[src/rtl/seg7_scan_decoder_if.sv]
// Bundle of the 7-segment scan inputs and the decoded-result handshake.
// master: the display driver / result consumer; slave: the decoder.
interface seg7_scan_decoder_if #(
    parameter int unsigned N_DIGITS = 4
);
    logic [6:0]            seg_in;
    logic [N_DIGITS-1:0]   dig_sel;
    logic [4*N_DIGITS-1:0] bcd_out;
    logic                  out_valid;
    logic                  out_ready;
    logic                  out_err;
    logic                  overrun;

    modport master (
        output seg_in, dig_sel, out_ready,
        input  bcd_out, out_valid, out_err, overrun
    );

    modport slave (
        input  seg_in, dig_sel, out_ready,
        output bcd_out, out_valid, out_err, overrun
    );
endinterface

[src/rtl/seg7_scan_decoder.sv]
// Decodes a multiplexed 7-segment scan back into an N-digit BCD value with debounce.
// Define SEG7_DEC_HEX_EN to also accept the hex glyphs A-F as valid digits.
module seg7_scan_decoder #(
    parameter int unsigned N_DIGITS      = 4,
    parameter int unsigned STABLE_CYCLES = 4
) (
    input  logic                clk,
    input  logic                rst,
    seg7_scan_decoder_if.slave  bus_io
);
    localparam int unsigned RunW = $clog2(STABLE_CYCLES + 1);
    localparam logic [RunW-1:0] RunMax = RunW'(STABLE_CYCLES);

    // Returns {valid, value}; invalid patterns map to 4'hF.
    function automatic logic [4:0] decode(input logic [6:0] seg);
        logic [4:0] r;
        case (seg)
            7'b1111110: r = {1'b1, 4'h0};
            7'b0110000: r = {1'b1, 4'h1};
            7'b1101101: r = {1'b1, 4'h2};
            7'b1111001: r = {1'b1, 4'h3};
            7'b0110011: r = {1'b1, 4'h4};
            7'b1011011: r = {1'b1, 4'h5};
            7'b1011111: r = {1'b1, 4'h6};
            7'b1110000: r = {1'b1, 4'h7};
            7'b1111111: r = {1'b1, 4'h8};
            7'b1111011: r = {1'b1, 4'h9};
`ifdef SEG7_DEC_HEX_EN
            7'b1110111: r = {1'b1, 4'hA};
            7'b0011111: r = {1'b1, 4'hB};
            7'b1001110: r = {1'b1, 4'hC};
            7'b0111101: r = {1'b1, 4'hD};
            7'b1001111: r = {1'b1, 4'hE};
            7'b1000111: r = {1'b1, 4'hF};
`else
`endif
            default:    r = {1'b0, 4'hF};
        endcase
        return r;
    endfunction

    logic [6:0]            s_seg_q, prev_seg_q;
    logic [N_DIGITS-1:0]   s_dig_q, prev_dig_q;
    logic [RunW-1:0]       run_q, run_d;
    logic                  cap_q, cap_d;
    logic [4*N_DIGITS-1:0] slots_q, slots_d;
    logic [N_DIGITS-1:0]   seen_q, seen_d;
    logic                  ferr_q, ferr_d;
    logic [4*N_DIGITS-1:0] bcd_q, bcd_d;
    logic                  valid_q, valid_d;
    logic                  err_q, err_d;
    logic                  ovr_q, ovr_d;

    logic [4:0] dec;
    logic       accept;

    // run_q describes the pair now held in prev_*; cap_q fires the cycle it first saturates.
    always_comb begin
        run_d = '0;
        if (!$onehot(s_dig_q)) begin
            run_d = '0;
        end else if (s_seg_q == prev_seg_q && s_dig_q == prev_dig_q) begin
            run_d = (run_q == RunMax) ? run_q : run_q + RunW'(1);
        end else begin
            run_d = RunW'(1);
        end
        cap_d = (run_d == RunMax) && (run_q != RunMax);
    end

    always_comb begin
        dec     = decode(prev_seg_q);
        accept  = valid_q & bus_io.out_ready;
        slots_d = slots_q;
        seen_d  = seen_q;
        ferr_d  = ferr_q;
        bcd_d   = bcd_q;
        valid_d = valid_q;
        err_d   = err_q;
        ovr_d   = ovr_q;

        if (cap_q) begin
            for (int i = 0; i < int'(N_DIGITS); i++) begin
                if (prev_dig_q[i]) slots_d[4*i +: 4] = dec[3:0];
            end
            seen_d = seen_q | prev_dig_q;
            ferr_d = ferr_q | ~dec[4];
        end

        if (cap_q && (&seen_d)) begin
            if (!valid_q || accept) begin
                bcd_d   = slots_d;
                err_d   = ferr_d;
                valid_d = 1'b1;
                ovr_d   = 1'b0;
            end else begin
                ovr_d = 1'b1;
            end
            seen_d = '0;
            ferr_d = 1'b0;
        end else if (accept) begin
            valid_d = 1'b0;
            ovr_d   = 1'b0;
        end
    end

    always_ff @(posedge clk or posedge rst) begin
        if (rst) begin
            s_seg_q    <= '0;
            s_dig_q    <= '0;
            prev_seg_q <= '0;
            prev_dig_q <= '0;
            run_q      <= '0;
            cap_q      <= 1'b0;
            slots_q    <= '0;
            seen_q     <= '0;
            ferr_q     <= 1'b0;
            bcd_q      <= '0;
            valid_q    <= 1'b0;
            err_q      <= 1'b0;
            ovr_q      <= 1'b0;
        end else begin
            s_seg_q    <= bus_io.seg_in;
            s_dig_q    <= bus_io.dig_sel;
            prev_seg_q <= s_seg_q;
            prev_dig_q <= s_dig_q;
            run_q      <= run_d;
            cap_q      <= cap_d;
            slots_q    <= slots_d;
            seen_q     <= seen_d;
            ferr_q     <= ferr_d;
            bcd_q      <= bcd_d;
            valid_q    <= valid_d;
            err_q      <= err_d;
            ovr_q      <= ovr_d;
        end
    end

    assign bus_io.bcd_out   = bcd_q;
    assign bus_io.out_valid = valid_q;
    assign bus_io.out_err   = err_q;
    assign bus_io.overrun   = ovr_q;
endmodule

[src/flat_wrapper.sv]
// flat-port wrapper written by rule: the top's interface ports become plain ports
module seg7_scan_decoder_flat 
#(
    parameter int unsigned N_DIGITS      = 4,
    parameter int unsigned STABLE_CYCLES = 4
)
  (clk, rst, bus_io_seg_in, bus_io_dig_sel, bus_io_out_ready, bus_io_bcd_out, bus_io_out_valid, bus_io_out_err, bus_io_overrun);
  seg7_scan_decoder_if #(.N_DIGITS(N_DIGITS)) bus_io_i ();
  input  logic clk;
  input  logic rst;
  input wire logic [$bits(bus_io_i.seg_in)-1:0] bus_io_seg_in;
  input wire logic [$bits(bus_io_i.dig_sel)-1:0] bus_io_dig_sel;
  input wire logic [$bits(bus_io_i.out_ready)-1:0] bus_io_out_ready;
  output wire logic [$bits(bus_io_i.bcd_out)-1:0] bus_io_bcd_out;
  output wire logic [$bits(bus_io_i.out_valid)-1:0] bus_io_out_valid;
  output wire logic [$bits(bus_io_i.out_err)-1:0] bus_io_out_err;
  output wire logic [$bits(bus_io_i.overrun)-1:0] bus_io_overrun;
  assign bus_io_i.seg_in = bus_io_seg_in;
  assign bus_io_i.dig_sel = bus_io_dig_sel;
  assign bus_io_i.out_ready = bus_io_out_ready;
  assign bus_io_bcd_out = bus_io_i.bcd_out;
  assign bus_io_out_valid = bus_io_i.out_valid;
  assign bus_io_out_err = bus_io_i.out_err;
  assign bus_io_overrun = bus_io_i.overrun;
  seg7_scan_decoder #(.N_DIGITS(N_DIGITS), .STABLE_CYCLES(STABLE_CYCLES)) u_core (.clk(clk), .rst(rst), .bus_io(bus_io_i));
endmodule
[config.mk]
export PLATFORM = sky130hd
export DESIGN_NAME = seg7_scan_decoder_flat
export DESIGN_NICKNAME = d
export VERILOG_FILES = /design/src/rtl/seg7_scan_decoder_if.sv /design/src/rtl/seg7_scan_decoder.sv /design/src/flat_wrapper.sv
export SDC_FILE = /design/constraint.sdc
export NUM_CORES = 1
export LEC_CHECK = 0
export ABC_AREA = 1
export ABC_CLOCK_PERIOD_IN_PS = 2400
export CAP_MARGIN = 20
export CORE_AREA = 4 4 79 81
export CTS_BUF_LIST = sky130_fd_sc_hd__clkbuf_8
export DETAILED_ROUTE_END_ITERATION = 7
export DIE_AREA = 0 0 83 85
export PLACE_DENSITY = 0.73
export REMOVE_ABC_BUFFERS = 1
export SLEW_MARGIN = 20
export SYNTH_ARGS = -nofsm -noshare
export SYNTH_HDL_FRONTEND = slang
export SYNTH_SLANG_ARGS = --single-unit
[constraint.sdc]
create_clock -name clk -period 2.4 [get_ports clk]
set_input_delay 0.48 -clock clk [delete_from_list [all_inputs] [get_ports clk]]
set_output_delay 0.48 -clock clk [all_outputs]
set_load 0.01 [all_outputs]
# Yosys cells after proc, flatten, opt, wreduce, memory -nomap -nowiden
# Index checks and enable logic that the tools add are counted.
# classes
n_addsub	4
multipliers	0
n_shift	0
eq_ne	17
order_cmp	0
bitwise	4
n_reduce_logical	9
n_div	0
n_mux	18
# op_table
cell	count
equality test 7 bit, second input constant	8
one-hot mux 5 bit (10 select lines)	1
2-to-1 mux 4 bit	6
2-to-1 mux 16 bit	1
equality test 7 x 6 -> 1 bit, second input constant	2
2-to-1 mux 3 bit	3
equality test 7 bit	1
2-to-1 mux 1 bit	7
equality test 3 bit, second input constant	2
adder 1 x 1 -> 2 bit	2
equality test 4 bit	1
bitwise OR 4 bit	1
AND reduction 2 bit	2
AND reduction 4 bit	1
adder 3 x 1 -> 3 bit, second input constant	1
adder 3 bit	1
equality test 3 x 1 -> 1 bit, second input constant	1
logical AND 1 bit	3
inequality test 3 bit, second input constant	1
inequality test 2 bit, second input constant	1
nonzero test 2 bit	1
bitwise AND 1 bit	1
zero test 1 bit	1
logical OR 1 bit	1
other kinds (2)	2
# totals
out_inout_bits	19
ram_bits	0
memories	0
regBits	66
elab_cells	65
rom_bits	0
inputBits	14
latchBits	0

# Longest topological paths before layout
# Gate-level depths: netlist of the first run.
# depth
word_depth	6
depth_mapped	11
ltp_nobuf	10

# Worst setup path after synthesis of the first run
# No wires, ideal clock.
# synth_timing
path_kind	register to register
startpoint	register u_core.s_dig_q[2]
endpoint	register u_core.cap_q
path_stages_with_launch	7
setup_time_ps	72
synth_period_minus_slack_ps	1914
t_required_ps	2328
t_arrival_ps	1842
n_path_buf	0
setup_slack_ps	486
cell_sequence	dfrtp_1 ha_1 ha_1 fa_1 nor3b_1 nand4_1 nor2_1
# synth_between
elab_chain_cells	6
elab_cells_between_ends	9
classes_between	add/sub: 2; eq/ne: 3; mux: 2; reduce/logical: 2
# synth_rtl
element	line	text
start: declaration	seg7_scan_decoder.sv:43	logic [N_DIGITS-1:0] s_dig_q, prev_dig_q;
start signal: assignment	seg7_scan_decoder.sv:123	s_dig_q <= bus_io.dig_sel;
adder 1 x 1 -> 2 bit (implied by the code) or equality test 4 bit (tied branches)	seg7_scan_decoder.sv:60, seg7_scan_decoder.sv:62	
adder 3 bit (implied by the code) or logical AND 1 bit (tied branches)	seg7_scan_decoder.sv:60, seg7_scan_decoder.sv:62	
equality test 3 x 1 -> 1 bit or 2-to-1 mux 3 bit (tied branches)	seg7_scan_decoder.sv:60, seg7_scan_decoder.sv:62	
2-to-1 mux 3 bit (*)	seg7_scan_decoder.sv:60	if (!$onehot(s_dig_q)) begin
equality test 3 bit (*)	seg7_scan_decoder.sv:67	cap_d = (run_d == RunMax) && (run_q != RunMax);
logical AND 1 bit (*)	seg7_scan_decoder.sv:67	
net u_core.cap_d	seg7_scan_decoder.sv:45	logic cap_q, cap_d;
end signal: assignment	seg7_scan_decoder.sv:127	cap_q <= cap_d;
end: declaration	seg7_scan_decoder.sv:45	
# Mark *: on every way through the listed nets, which the timed path passes. The rest lies on a longest branch.
# A chain may end at the register's enable or synchronous reset.

# Worst setup path after layout of the first run
# Ends and elaborated chain as after synthesis.

==> impl_metrics.toml, run 1 <==
[outcome]
run_status = "completed"

[global_route]
globalRouteTotalUtil_pct = 16.6
first_pass_grt_wire_length_um = 9280
antenna_violations_before_repair = 0
grt_remaining_overflow = 0
grt_start_max_net_pins = 48
first_global_vias = 2096

[sta]
skew_ns = 0.00724
timing.fmax_mhz = 479
timing.setup.tns_ns = 0
final_max_slew_viol_count = 0
finalCriticalPeriod_ns = 2.09
slew_at_the_pin_closest_to_its_max_slew_limit_ns = 0.422
fin_crit_sh_pct = 86.9
timing.final.setup_violations = 0
rsz0062_at_grt = "no"
report.final.hold_viol_count = 0
relSlewSlack_pct = 71.8

[placed_design]
place.detailed.hpwl_um = 3680
dp_cells = 406
numPortBuffers = 32
gp_congestion = 0.789

[logic_synthesis]
synth-warning-count = 0
netlist_instances = 302
synth_compound_area_share_pct = 1.51
seq_area_frac_synth_pct = 58.7
postSynthRegisterBits = 66
netlist_area_um2 = 2810
xor_xnor_share_of_the_synthesized_area_pct = 2.80
synth_area_per_cell_um2 = 9.31
post_synth_and_or_nand_nor_area_fraction_pct = 29.1
post_synth_arst_share_pct = 100
synth.lib_cells_used.distinct = 27
post_synth_mux_area_share_pct = 0
edff_count_synth = 0
synth_top_family_by_area = "simple AND/OR/NAND/NOR gates"
synthAdderAreaFrac_pct = 2.94
synthFlopType = "sky130_fd_sc_hd__dfrtp_1"

[clock_tree]
tritoncts_buffer_count = 9
cts_tree = "built"
clk_transition_reported_paths_ns = 0.07
cts.sinks = 66
clockBufferDepth = 2
cts_root_buffer = "sky130_fd_sc_hd__clkbuf_8"
cts_hold_repair.buffers = 0
post-cts-setup-buffer-count = 0
cts_htree_levels = 3
postCtsResizedCells = 0
clk-insertion-delay-late_ns = 0.33

[power]
power.clock.fraction_pct = 40.5
power_density_nw_per_um2 = 629
max-vdd-ir-drop_v = 0.000394
p_int_uw = 1680
leakagePower_uw = 0.00182
power_frac_seq_pct = 53.8
gate_power_share_pct = 5.7
switching_share_pct = 21.9
total_switching_power_uw = 470

[critical_path]
worstRegToRegCells = 6
start_kind = "flip-flop"
timing.critical_path.fanout_max = 3
timing.critical_path.to_type = "flip-flop"
crit_type = "flip-flop to flip-flop"
critical_path_arrival_ns = 2.35
worst_endpoint_required_time_ns = 2.67

[finish]
design.final.nets = 365
layout.cells.non_filler = 421
final_layout_size_suffix_gt1_share_pct = 10.0
area_added_between_synthesis_and_finish_pct = 21.4
n_antenna_cell = 0
filler_cell_count = 474
fin_util_pct = 62.4

[routing]
routed-via-count = 2038
drc = 0
detailed_route_iter0_violations = 131
first_pass_iters = 4
final_antenna_net_count = 0
postRouteWirelength_um = 5050
detail_route.wl_per_cell_um = 12.0
post_drt_via_cell_ratio = 4.84

[hold_path]
holdPathStages = 0
hold_class = "flip-flop to flip-flop"

[floorplanning]
ios = 33
fp.coreArea_um2 = 5470
die_area_um2 = 7060
initial_core_util_pct = 51.4
floorplan.rows = 27
dieHeight_um = 85
die-width_um = 83

[run]
max-cap-violations = 0
## final timing paths
check / from / endpoint / slack [ns]
hold reg to reg: u_core.s_seg_q[5] / u_core.prev_seg_q[5] / 0.39
hold / removal: u_core.s_seg_q[5] / u_core.prev_seg_q[5] / 0.39
setup reg to reg: u_core.s_dig_q[2] / u_core.cap_q / 0.31
setup / recovery: u_core.s_dig_q[2] / u_core.cap_q / 0.31
max in group asynchronous: rst / u_core.slots_q[14] / 1.36
min in group asynchronous: rst / u_core.s_seg_q[6] / 0.46
## per-stage QoR
step / hold slack [ns] / area, um2 / worst slack, ns / total power, uW
floorplan: 0.372 / 2790 / 0.265 / 1250
global placement: 0.377 / 3230 / 0.407 / 1300
detailed placement: 0.387 / 3230 / 0.311 / 1300
CTS: 0.401 / 3420 / 0.321 / 2180
global route: 0.403 / 3420 / 0.143 / 2250
finish: 0.394 / 3420 / 0.313 / 2150
## worst max-delay path, stage by stage (launching register included)
cell and delay [ns]:
sky130_fd_sc_hd__dfrtp_1 0.41, sky130_fd_sc_hd__ha_1 0.31, sky130_fd_sc_hd__ha_1 0.21, sky130_fd_sc_hd__fa_1 0.42
sky130_fd_sc_hd__nor3b_1 0.36, sky130_fd_sc_hd__nand4_1 0.17, sky130_fd_sc_hd__nor2_1 0.13
## cells in the final DEF (no fill, tap or decap), types with 3 or more instances in the layout
cell type                         Yosys  routed
sky130_fd_sc_hd__xnor2_1              3       3
sky130_fd_sc_hd__clkdlybuf4s50_1      0      32
sky130_fd_sc_hd__inv_1               24      25
sky130_fd_sc_hd__nand2_1             88      88
sky130_fd_sc_hd__clkbuf_8             0      10
sky130_fd_sc_hd__xor2_1               6       6
sky130_fd_sc_hd__clkinv_2             1       3
sky130_fd_sc_hd__nor2_1              29      29
sky130_fd_sc_hd__dfrtp_1             66      66
sky130_fd_sc_hd__a21oi_1              4       4
sky130_fd_sc_hd__or2_2               12      12
sky130_fd_sc_hd__ha_1                 5       5
sky130_fd_sc_hd__inv_2                2       3
sky130_fd_sc_hd__nand3_1             34      34
sky130_fd_sc_hd__and2_1              12      12
## registers in the layout, summed over array words and instances, names as in the netlist
name	flops
u_core.cap_q	1
u_core.slots_q	16
u_core.ferr_q	1
u_core.run_q	3
u_core.bus_io.bcd_out	16
u_core.s_seg_q	7
u_core.s_dig_q	4
u_core.bus_io.out_err	1
u_core.prev_seg_q	7
u_core.bus_io.out_valid	1
u_core.seen_q	4
u_core.prev_dig_q	4
u_core.bus_io.overrun	1
## power by group through the flow
| stage | registers (uW) | clock network (uW) | logic [uW] |
|---|---|---|---|
| 3_3_place_gp | 1180 | 0 | 122 |
| 5_1_grt | 1160 | 951 | 143 |
| 4_1_cts | 1160 | 897 | 126 |
| 3_5_place_dp | 1180 | 0 | 125 |
| 2_1_floorplan | 1170 | 0 | 77.9 |
| 6_report | 1160 | 870 | 123 |
## Yosys cell counts (2+ instances only)
| cell type | n | area (um2) |
|---|---|---|
| sky130_fd_sc_hd__nand2_1 | 88 | 330 |
| sky130_fd_sc_hd__dfrtp_1 | 66 | 1650 |
| sky130_fd_sc_hd__nand3_1 | 34 | 170 |
| sky130_fd_sc_hd__nor2_1 | 29 | 109 |
| sky130_fd_sc_hd__inv_1 | 24 | 90.1 |
| sky130_fd_sc_hd__and2_1 | 12 | 75.1 |
| sky130_fd_sc_hd__or2_2 | 12 | 75.1 |
| sky130_fd_sc_hd__xor2_1 | 6 | 52.6 |
| sky130_fd_sc_hd__ha_1 | 5 | 62.6 |
| sky130_fd_sc_hd__a21oi_1 | 4 | 20.0 |
| sky130_fd_sc_hd__xnor2_1 | 3 | 26.3 |
| sky130_fd_sc_hd__inv_2 | 2 | 7.51 |
| sky130_fd_sc_hd__nand4_1 | 2 | 12.5 |
| sky130_fd_sc_hd__o21ai_0 | 2 | 10.0 |
## cell type report
class	count	area, um2	area share (%)
multi-input cells	205	1020	29.9
well taps	72	90.1	2.64
inverters	28	111	3.26
flip-flops and latches	66	1650	48.4
clock inverters	5	47.5	1.39
clock buffers	10	138	4.03
repair buffers	35	355	10.4
## routing by layer
layer | vias up | track usage, % | routed length [um]
met4 | 0 | 9.36 | 121
met5 | - | 0 | 0
met1 | 957 | 21.5 | 2330
li1 | 1024 | - | -
met2 | 48 | 25.7 | 2320
met3 | 9 | 4.08 | 280
## cell families (layout without fill, tap and decap cells)
group,after synthesis,in the layout
flip-flops,66,66
AO/OA/AOI/OAI,8,8
AND/OR/NAND/NOR,182,182
buffers and inverters,31,78
adder cells (fa/ha/maj),6,6
XOR/XNOR,9,9
Power figures use the tool's default switching activity.
==> inputs of run 2 (changes only) <==
CORE_AREA = 4 4 61 105   (was 4 4 79 81)
DIE_AREA = 0 0 65 109   (was 0 0 83 85)
PLACE_DENSITY = 0.83   (was 0.73)
==> run 2 against run 1 <==
Against the previous run: clock power is 20% lower; cell count grew 0.48%; total power is 7.9% lower; setup slack got worse by 0.093 ns; utilization is 1.5 points lower; sequential cell count stayed put; combinational power is essentially flat; sequential power barely moved; die area up 0.43%; largest power group unchanged.
==> impl_metrics.toml, run 2 (synthesis results as in run 1) <==
[sta]
timing.final.setup_violations = 0
skew_ns = 0.00474
worst_slack_ns = 0.221
timing.setup.tns_ns = 0
timing.fmax_mhz = 459
rsz0062_at_grt = "no"
final_max_slew_viol_count = 0
fin_crit_sh_pct = 90.8
relSlewSlack_pct = 72.4
slew_at_the_pin_closest_to_its_max_slew_limit_ns = 0.413
finalCriticalPeriod_ns = 2.18
report.final.hold_viol_count = 0

[finish]
layout.cells.non_filler = 423
commonest_cells_after_routing_fill_and_taps_aside = "sky130_fd_sc_hd__nand2_1, sky130_fd_sc_hd__dfrtp_1, sky130_fd_sc_hd__nand3_1, sky130_fd_sc_hd__clkdlybuf4s50_1, sky130_fd_sc_hd__nor2_1"
final_layout_size_suffix_gt1_share_pct = 9.22
n_antenna_cell = 0
final-seq-area_um2 = 1650
layout_commonest_cell = "sky130_fd_sc_hd__nand2_1"
total_area_of_multi_input_combinational_cells_um2 = 1020
design.final.nets = 365
filler_cell_count = 478
area_added_between_synthesis_and_finish_pct = 20.0

[routing]
first_pass_iters = 4
detail_route.wl_per_cell_um = 12.2
final_antenna_net_count = 0
routed-via-count = 2038
detailed_route_iter0_violations = 69
post_drt_via_cell_ratio = 4.82
drc = 0
postRouteWirelength_um = 5160

[global_route]
grt_start_max_net_pins = 67
antenna_violations_before_repair = 0
first_pass_grt_wire_length_um = 8860
globalRouteTotalUtil_pct = 16.7
first_global_vias = 2103
grt_remaining_overflow = 0

[floorplanning]
die_area_um2 = 7090
die-width_um = 65
fp.coreArea_um2 = 5540
initial_core_util_pct = 50.8
floorplan.rows = 36
dieHeight_um = 109
ios = 33

[clock_tree]
clk_transition_reported_paths_ns = 0.06
cts_root_buffer = "sky130_fd_sc_hd__clkbuf_8"
clk-insertion-delay-late_ns = 0.33
post-cts-setup-buffer-count = 0
clockBufferDepth = 2
cts_htree_levels = 3
cts_hold_repair.buffers = 0
postCtsResizedCells = 0
cts.sinks = 66
cts_tree = "built"
tritoncts_buffer_count = 9

[placed_design]
numPortBuffers = 32
dp_slack_ns = 0.266
place.detailed.hpwl_um = 3770
gp_congestion = 0.788
dp_cells = 410

[run]
max-cap-violations = 0

[critical_path]
start_kind = "flip-flop"
timing.critical_path.fanout_max = 3
timing.critical_path.to_type = "flip-flop"
worst_endpoint_required_time_ns = 2.66
critical_path_arrival_ns = 2.44
crit_type = "flip-flop to flip-flop"

[power]
power_density_nw_per_um2 = 586
leakagePower_uw = 0.00180
total_design_power_uw = 1980
max-vdd-ir-drop_v = 0.000503

[outcome]
run_status = "completed"

[hold_path]
hold_class = "flip-flop to flip-flop"
-- run 2: stage by stage --
step	area (um2)	hold slack, ns	utilization (%)
floorplan	2790	0.372	-
global placement	3240	0.375	58.4
detailed placement	3240	0.383	58.4
CTS	3380	0.397	60.9
global route	3380	0.413	60.9
finish	3380	0.395	60.9
-- run 2: final cells by class --
class                      instances  share of cell area [%]
tap                               76                    2.82
clock inverter                     4                   0.482
multi-input combinational        205                    30.3
inverter                          28                    3.30
timing repair buffer              35                    10.5
sequential                        66                    48.9
clock buffer                       9                    3.67
-- run 2: worst paths after layout --
path / start / to / slack (ns) / cells after the start
max: u_core.s_dig_q[2] / u_core.cap_q / 0.22 / 6
min: u_core.s_seg_q[4] / u_core.prev_seg_q[4] / 0.40 / 0
max reg2reg: u_core.s_dig_q[2] / u_core.cap_q / 0.22 / 6
min reg2reg: u_core.s_seg_q[4] / u_core.prev_seg_q[4] / 0.40 / 0
max in group asynchronous: rst / u_core.prev_seg_q[2] / 1.60 / 3
min in group asynchronous: rst / u_core.bus_io.bcd_out[5] / 0.52 / 3
-- run 2: worst max-delay path, stage by stage (launching register included) --
cell and delay [ns]:
sky130_fd_sc_hd__dfrtp_1 0.40, sky130_fd_sc_hd__ha_1 0.31, sky130_fd_sc_hd__ha_1 0.21, sky130_fd_sc_hd__fa_1 0.43, sky130_fd_sc_hd__nor3b_1 0.39, sky130_fd_sc_hd__nand4_1 0.21, sky130_fd_sc_hd__nor2_1 0.15
-- run 2: metal layers --
metal / share of wire (%) / up-vias / GRT usage, %
met5: 0 / - / 0
met4: 3.7 / 0 / 11.3
met3: 3.3 / 15 / 4.33
met2: 53 / 34 / 29.7
met1: 40 / 961 / 16.8
li1: - / 1028 / -
-- run 2: power breakdown --
group	internal (uW)	total, uW	switching [uW]
sequential	1140	1160	20.8
clock	343	699	356
combinational	53.8	124	70.0
